===== src/rtl/vx_perf_counter_bank.sv =====
`default_nettype none
// ============================================================================
// Module      : vx_perf_counter_bank
// Description : Pipeline performance-counter bank. Event accumulators plus
//               request/response latency trackers, with saturate-or-wrap
//               arithmetic, sticky flags and an optional atomic snapshot.
// Revision    : 1.0 - initial release
// ============================================================================
module vx_perf_counter_bank #(
    parameter int NUM_EVENTS = 8,
    parameter int NUM_LAT    = 2,
    parameter int INCR_BITS  = 4,
    parameter int CTR_BITS   = 44,
    parameter int OUTS_BITS  = 8,
    parameter bit SATURATE   = 1'b1,
    parameter bit SNAPSHOT   = 1'b0
) (
    input  logic                             clk,
    input  logic                             reset,
    input  logic                             enable,
    input  logic                             clear,
    input  logic [NUM_EVENTS*INCR_BITS-1:0]  event_incr,
    input  logic [NUM_LAT-1:0]               lat_req,
    input  logic [NUM_LAT-1:0]               lat_rsp,
    input  logic                             snap_req,
    output logic                             snap_valid,
    output logic [NUM_EVENTS*CTR_BITS-1:0]   event_ctrs,
    output logic [NUM_LAT*CTR_BITS-1:0]      lat_totals,
    output logic [NUM_LAT*CTR_BITS-1:0]      lat_reqs,
    output logic [NUM_LAT*OUTS_BITS-1:0]     outstanding,
    output logic [NUM_EVENTS+2*NUM_LAT-1:0]  overflow,
    output logic [NUM_LAT-1:0]               underflow_err
);

    localparam int c_FLAG_BITS = NUM_EVENTS + 2*NUM_LAT;

    logic [NUM_EVENTS*CTR_BITS-1:0] w_live_event_ctrs;
    logic [NUM_LAT*CTR_BITS-1:0]    w_live_lat_totals;
    logic [NUM_LAT*CTR_BITS-1:0]    w_live_lat_reqs;
    logic [c_FLAG_BITS-1:0]         w_live_overflow;
    logic [NUM_LAT-1:0]             w_live_underflow;

    // The sum is formed one bit wider; the top bit is the carry-out.
    function automatic logic [CTR_BITS-1:0] f_acc_next(input logic [CTR_BITS:0] sum);
        if (sum[CTR_BITS] && SATURATE) begin
            return '1;
        end
        return sum[CTR_BITS-1:0];
    endfunction

    // ------------------------------------------------------------------------
    // Event accumulators
    // ------------------------------------------------------------------------
    for (genvar gi = 0; gi < NUM_EVENTS; gi++) begin : g_event
        logic [CTR_BITS-1:0] r_ctr;
        logic                r_ovf;
        logic [CTR_BITS:0]   w_sum;

        assign w_sum = {1'b0, r_ctr}
                     + {{(CTR_BITS+1-INCR_BITS){1'b0}}, event_incr[gi*INCR_BITS +: INCR_BITS]};

        always_ff @(posedge clk or negedge reset) begin
            if (!reset) begin
                r_ctr <= '0;
                r_ovf <= 1'b0;
            end else if (clear) begin
                r_ctr <= '0;
                r_ovf <= 1'b0;
            end else if (enable) begin
                r_ctr <= f_acc_next(w_sum);
                r_ovf <= r_ovf | w_sum[CTR_BITS];
            end
        end

        assign w_live_event_ctrs[gi*CTR_BITS +: CTR_BITS] = r_ctr;
        assign w_live_overflow[gi]                        = r_ovf;
    end

    // ------------------------------------------------------------------------
    // Latency trackers
    // ------------------------------------------------------------------------
    for (genvar gj = 0; gj < NUM_LAT; gj++) begin : g_lat
        logic [OUTS_BITS-1:0] r_outs;
        logic [CTR_BITS-1:0]  r_total;
        logic [CTR_BITS-1:0]  r_reqs;
        logic                 r_ovf_total;
        logic                 r_ovf_reqs;
        logic                 r_unf;
        logic                 w_inc;
        logic                 w_dec;
        logic                 w_full;
        logic                 w_empty;
        logic [CTR_BITS:0]    w_total_sum;
        logic [CTR_BITS:0]    w_reqs_sum;

        // A simultaneous request and response leaves the count unchanged.
        assign w_inc   = lat_req[gj] & ~lat_rsp[gj];
        assign w_dec   = lat_rsp[gj] & ~lat_req[gj];
        assign w_full  = &r_outs;
        assign w_empty = (r_outs == '0);

        assign w_total_sum = {1'b0, r_total} + {{(CTR_BITS+1-OUTS_BITS){1'b0}}, r_outs};
        assign w_reqs_sum  = {1'b0, r_reqs}  + {{CTR_BITS{1'b0}}, lat_req[gj]};

        // Outstanding tracking is independent of enable and clear.
        always_ff @(posedge clk or negedge reset) begin
            if (!reset) begin
                r_outs <= '0;
            end else if (w_inc && !w_full) begin
                r_outs <= r_outs + 1'b1;
            end else if (w_dec && !w_empty) begin
                r_outs <= r_outs - 1'b1;
            end
        end

        // Uses the outstanding value from before this cycle's update, so a
        // request answered L cycles later contributes exactly L.
        always_ff @(posedge clk or negedge reset) begin
            if (!reset) begin
                r_total     <= '0;
                r_reqs      <= '0;
                r_ovf_total <= 1'b0;
                r_ovf_reqs  <= 1'b0;
                r_unf       <= 1'b0;
            end else if (clear) begin
                r_total     <= '0;
                r_reqs      <= '0;
                r_ovf_total <= 1'b0;
                r_ovf_reqs  <= 1'b0;
                r_unf       <= 1'b0;
            end else if (enable) begin
                r_total     <= f_acc_next(w_total_sum);
                r_reqs      <= f_acc_next(w_reqs_sum);
                r_ovf_total <= r_ovf_total | w_total_sum[CTR_BITS];
                r_ovf_reqs  <= r_ovf_reqs | w_reqs_sum[CTR_BITS] | (w_inc & w_full);
                r_unf       <= r_unf | (w_dec & w_empty);
            end
        end

        assign w_live_lat_totals[gj*CTR_BITS +: CTR_BITS]  = r_total;
        assign w_live_lat_reqs[gj*CTR_BITS +: CTR_BITS]    = r_reqs;
        assign w_live_overflow[NUM_EVENTS + gj]            = r_ovf_total;
        assign w_live_overflow[NUM_EVENTS + NUM_LAT + gj]  = r_ovf_reqs;
        assign w_live_underflow[gj]                        = r_unf;
        assign outstanding[gj*OUTS_BITS +: OUTS_BITS]      = r_outs;
    end

    // ------------------------------------------------------------------------
    // Output stage: shadow copy or live pass-through
    // ------------------------------------------------------------------------
    if (SNAPSHOT) begin : g_snap
        logic [NUM_EVENTS*CTR_BITS-1:0] r_sh_event_ctrs;
        logic [NUM_LAT*CTR_BITS-1:0]    r_sh_lat_totals;
        logic [NUM_LAT*CTR_BITS-1:0]    r_sh_lat_reqs;
        logic [c_FLAG_BITS-1:0]         r_sh_overflow;
        logic [NUM_LAT-1:0]             r_sh_underflow;
        logic                           r_snap_valid;

        // Shadows are never cleared; a clear in the snap cycle still
        // captures the pre-clear values.
        always_ff @(posedge clk or negedge reset) begin
            if (!reset) begin
                r_sh_event_ctrs <= '0;
                r_sh_lat_totals <= '0;
                r_sh_lat_reqs   <= '0;
                r_sh_overflow   <= '0;
                r_sh_underflow  <= '0;
                r_snap_valid    <= 1'b0;
            end else begin
                r_snap_valid <= snap_req;
                if (snap_req) begin
                    r_sh_event_ctrs <= w_live_event_ctrs;
                    r_sh_lat_totals <= w_live_lat_totals;
                    r_sh_lat_reqs   <= w_live_lat_reqs;
                    r_sh_overflow   <= w_live_overflow;
                    r_sh_underflow  <= w_live_underflow;
                end
            end
        end

        assign snap_valid    = r_snap_valid;
        assign event_ctrs    = r_sh_event_ctrs;
        assign lat_totals    = r_sh_lat_totals;
        assign lat_reqs      = r_sh_lat_reqs;
        assign overflow      = r_sh_overflow;
        assign underflow_err = r_sh_underflow;
    end else begin : g_live
        logic w_unused_snap_req;

        assign w_unused_snap_req = snap_req;
        assign snap_valid        = 1'b0;
        assign event_ctrs        = w_live_event_ctrs;
        assign lat_totals        = w_live_lat_totals;
        assign lat_reqs          = w_live_lat_reqs;
        assign overflow          = w_live_overflow;
        assign underflow_err     = w_live_underflow;
    end

endmodule
`default_nettype wire


===== config.mk =====
export PLATFORM = sky130hd
export DESIGN_NAME = vx_perf_counter_bank
export DESIGN_NICKNAME = d
export VERILOG_FILES = /design/src/rtl/vx_perf_counter_bank.sv
export SDC_FILE = /design/constraint.sdc
export NUM_CORES = 2
export LEC_CHECK = 0
export CORE_MARGIN = 2
export CORE_UTILIZATION = 54
export DETAILED_ROUTE_END_ITERATION = 7
export PLACE_DENSITY = 0.93
export SKIP_CTS_REPAIR_TIMING = 1
export SYNTH_ARGS = -nofsm -noshare
export SYNTH_HDL_FRONTEND = slang
export SYNTH_SLANG_ARGS = --single-unit

===== constraint.sdc =====
create_clock -name clk -period 4.04 [get_ports clk]
set_input_delay 0.808 -clock clk [delete_from_list [all_inputs] [get_ports clk]]
set_output_delay 0.808 -clock clk [all_outputs]
set_load 0.05 [all_outputs]

Word level (Yosys, flattened, before mapping)
Cells that the tools add are included.

word-level totals
  input bits = 41
  word-level logic and storage cells = 203
  bits in latches = 0
  bits in writable memories = 0
  memories = 0
  output and inout bits = 559
  memory bits (read-only) = 0
  register bits after elaboration = 558

operators by class
  $add $sub $neg = 16
  magnitude comparators = 0
  multiply operators = 0
  equal/unequal tests = 0
  bitwise gates (word level) = 28
  muxes and demuxes = 116
  reductions and logical operators = 15
  divide/modulo/power cells = 0
  shift operators = 0

operators by type and width
  cell                                                                number
  44-bit 2-to-1 mux                                                   48
  44-bit by 4-bit adder with 45-bit output                            8
  44-bit by 1-bit adder with 45-bit output                            2
  44-bit by 8-bit adder with 45-bit output                            2
  1-bit 2-to-1 mux                                                    64
  8-bit 2-to-1 mux                                                    4
  8-bit by 1-bit adder with 8-bit output, second input constant       2
  8-bit zero test                                                     2
  1-bit OR                                                            16
  8-bit AND reduction                                                 2
  8-bit by 1-bit subtractor with 8-bit output, second input constant  2
  1-bit AND                                                           8
  2-bit nonzero test                                                  3
  1-bit logical AND                                                   4
  1-bit zero test                                                     4
  1-bit inverter                                                      4

Longest topological paths before layout
  depth after elaboration = 7
  depth in mapped cells = 11
  gate-level depth less buffers = 11

Worst setup path before layout
No wires, ideal clock.

  kind = reg2reg
  start point = register g_lat[0].r_outs[1]
  end point = register g_lat[0].r_outs[7]
  arrival = 3.112 ns
  data required time = 3.958 ns
  path slack = 0.845 ns
  setup time = 0.082 ns
  clock period less this slack = 3.195 ns
  path buffers = 0
  stages on the path, launching flop included = 10
  cells stage by stage = dfrtp_1 > nand4_1 > o21ai_0 > ha_1 > a21o_1 > a211oi_1 > nor2_1 > o41ai_1 > mux2i_1 > xor2_1

on the way
  cells in the longest elaborated chain, start to end = 4
  elaborated cells on any way between the ends = 11
  those cells by class = add/sub: 2; mux: 2; reduce/logical: 7

RTL lines
  element                                                                              RTL line  text
  from (decl)                                                                          83        logic [OUTS_BITS-1:0] r_outs;
  from (signal assigned)                                                               110       r_outs <= r_outs + 1'b1;
  from (signal assigned)                                                               112       r_outs <= r_outs - 1'b1;
  branches (longest 4 deep; another with 8-bit by 1-bit subtractor with 8-bit output)  -

Parallel ways; which one is timed is not known. The select of a mux whose other input is x is not followed.
A chain may end at the register's enable or synchronous reset.

Worst setup path in the final report
  start point = input port lat_req[0]
  end point = register g_lat[0].r_reqs[24]

on the way
  cells in the longest elaborated chain, start to end = 7

RTL lines
  element                                       RTL line  text
  from (decl)                                   23        input logic [NUM_LAT-1:0] lat_req,
  44-bit by 1-bit adder with 45-bit output (*)  103       assign w_reqs_sum = {1'b0, r_reqs} + {{CTR_BITS{1'b0}}, lat_req[gj]};
  1-bit 2-to-1 mux                              45        if (sum[CTR_BITS] && SATURATE) begin
  1-bit 2-to-1 mux                              131       end else if (enable) begin
  1-bit 2-to-1 mux                              125       end else if (clear) begin
  44-bit 2-to-1 mux (*)                         48        return sum[CTR_BITS-1:0];
  44-bit 2-to-1 mux (*)                         131
  44-bit 2-to-1 mux (*)                         125
  to (signal assigned)                          133       r_reqs <= f_acc_next(w_reqs_sum);
  to (decl)                                     85        logic [CTR_BITS-1:0] r_reqs;

Mark *: on every way between the ends. The rest lies on a longest branch, timed or not. The select of a mux whose other input is x is not followed.

==> results.yml <==
sta:
  grt_setup_unrepaired: "false"
  fin_crit_sh_pct: 82.6
  tightest_slew_ps: 1140
  final.setup_skew_ps: 31.9
  tns_ps: 0
  slew_violations: 0
  hold_viol_final: 0
  slew-limit-headroom_pct: 24.3
  fin_crit_ps: 3340
  setup_viol: 0
  max_freq_mhz: 300
  fin_ws_ps: 702
global_routing:
  grt_overflow_total: 0
  antenna_found_initial: 3
  grt_pass1_vias: 32700
  grt_use_total_pct: 35.0
  grt_pass1_wl_um: 182000
  grt_start_max_net_pins: 168
placed_design:
  io_buffers: 597
  dp_hpwl_um: 80400
  finalWeightedCongestion: 0.969
  dp_slack_ps: 164
  placed_area_um2: 40000
floorplanning:
  start_util_pct: 54.7
  ios: 600
  die_h_um: 252
  num_rows: 90
  core_area_um2: 60500
  die_area_um2: 63300
  die_w_um: 252
layout:
  multi_input_area_um2: 17800
  final_util_pct: 69.5
  final_cell_mix: "594 x clkdlybuf4s50_1, 558 x dfrtp_1, 430 x nor2_1, 253 x nand2_1, 213 x a21oi_1"
  mostFrequentLayoutCell: "clkdlybuf4s50_1"
  antenna_cells: 0
  finalInstanceArea_um2: 42000
  final-seq-area_um2: 14000
  nNetsFinal: 4401
  fill_cells: 4266
  syn2layout_area_growth_pct: 27.1
  layout-drive-gt1-share_pct: 7.04
synthesis:
  async_flop_share_pct: 100
  ys_warn_count: 0
  synth-seq-cells: 558
  synth_area_per_cell_um2: 8.85
  ys_types: 95
  synth_fp_nets: 3856
  ys_seq_area_share_pct: 42.2
  syn_inst: 3739
  ys_dominant_reg_cell: "dfrtp_1"
  synth_edf_count: 0
  syn-cell-area_um2: 33100
setup_path:
  rrSetupSlack_ps: 750
  required_ps: 4540
  cp-end-kind: "flop"
  cp_slowest_cell: "clkdlybuf4s50_1"
  cp-start-kind: "primary input"
  cp_top_family: "simple AND/OR/NAND/NOR gates"
  worstSetupPathType: "primary input to flop"
  r2r-end: "g_lat[0].r_total[31]"
  crit_path_max_incr_delay_ps: 650
  crit_chain: "clkdlybuf4s50_1 > ha_1 > ha_1 > nand4_1 > nor4_1 > buf_4 > and3_1 > nor4b_1 > nor4_1"
  worstReg2RegStart: "g_lat[0].r_outs[0]"
  r2r_cells: 8
  arrival_ps: 3830
  critPathMaxFanout: 12
  crit_buf_inv: 2
clocking:
  htreeDepth: 2
  worstSkewPairLatency_ps: 640
  clockBufferDepth: 3
  clk_pin_slew_ps: 60
  cts-buffers-inserted: 60
  cts_root_buf: "clkbuf_16"
  cts_tree: "built"
  cts.sinks: 558
routing:
  drtIter0Drc: 4459
  wirelength_um: 115000
  drt_pass1_iterations: 7
  wire_per_inst_um: 22.5
  drc: 0
  drt-vias-per-instance: 6.82
  antenna_left: 0
  num_vias: 34900
run:
  maxCapViolCount: 0
power:
  power.density_nw_per_um2: 357
  p_leak_nw: 16.9
  ir_drop_mv: 0.336
hold_path:
  hp-class: "primary input to asynchronous set/reset pin"
status:
  status: "complete, no violations"
registers in the layout (all words and copies together), names as in the netlist:
name	count
g_event.r_ctr	352
g_lat.r_reqs	88
g_lat.r_total	88
g_lat.r_outs	16
g_event.r_ovf	8
g_lat.r_ovf_reqs	2
g_lat.r_ovf_total	2
g_lat.r_unf	2
Yosys cell counts (all sizes together), types with 55 or more instances:
cell type / instances / area share [%]
and4: 58 / 1.5
o21ai: 160 / 2.4
dfrtp: 558 / 42
buf: 55 / 0.96
nor2: 433 / 4.9
a311oi: 95 / 2.5
nand3: 216 / 3.3
nor3: 219 / 3.6
nor4: 85 / 2.0
inv: 105 / 1.2
a31oi: 117 / 2.3
a21oi: 213 / 3.2
mux2i: 66 / 2.0
a211oi: 131 / 3.0
nand2: 254 / 2.9
clkbuf: 149 / 1.7
nand4: 123 / 2.5
ha: 64 / 2.4
and3: 134 / 2.6
final cells by class:
class	instances	area share [%]
repair buffers	687	16.2
multi-input cells	2872	42.5
clock inverters	22	0.530
flip-flops and latches	558	33.2
well taps	782	2.33
clock buffers	90	4.37
inverters	105	0.947
worst reg2reg max path, stage by stage, from the launching register on:
cell and delay (ps):
dfrtp_1 530, ha_1 270, fa_1 250, a211oi_1 100
o211ai_1 420, and3_1 370, nand2_1 520, and3_1 420
a311oi_1 270
power breakdown:
part	switching, W	internal [W]	total, W
registers	0.000333	0.00577	0.00610
logic	0.00201	0.00113	0.00314
clock network	0.00239	0.00338	0.00576
stage by stage:
step           hold slack, ps  total power, W  cells
2_1_floorplan             464         0.00821   3739
3_3_place_gp              480         0.00917   5004
3_5_place_dp              488         0.00927   5004
6_report                  214          0.0150   5116
4_1_cts                   310          0.0150   5116
5_1_grt                   277          0.0155   5116
worst max path at each step:
stage / startpoint / end / slack, ps / cells after the start
after global routing: lat_req[0] / g_lat[0].r_reqs[24] / 590 / 9
final: lat_req[0] / g_lat[0].r_reqs[24] / 700 / 9
after detailed placement: lat_req[0] / g_lat[0].r_reqs[24] / 160 / 9
after global placement: lat_req[0] / g_lat[0].r_reqs[5] / 250 / 9
after CTS: lat_req[0] / g_lat[0].r_reqs[24] / 800 / 9
after floorplan: g_lat[0].r_outs[1] / g_lat[0].r_outs[7] / 850 / 9
routing by layer:
layer  GRT usage (%)  share of wire [%]
met1            43.7                 36
met2            57.1                 46
met3            9.16                 12
met4            16.3                5.4
met5               0              0.040
logic make-up (layout without fill, tap and decap cells):
| group | Yosys count | count (layout) | share of synthesized area [%] |
|---|---|---|---|
| simple gates | 1653 | 1653 | 26.0 |
| compound gates | 1027 | 1027 | 21.5 |
| flops | 558 | 558 | 42.2 |
| buf+inv | 309 | 904 | 3.86 |
| fa+ha+maj | 76 | 76 | 3.15 |
| mux | 68 | 68 | 2.06 |
| xor+xnor | 47 | 47 | 1.24 |
| other cells | 1 | 1 | 0.0113 |
No activity file was read; power rests on OpenSTA's default activity.
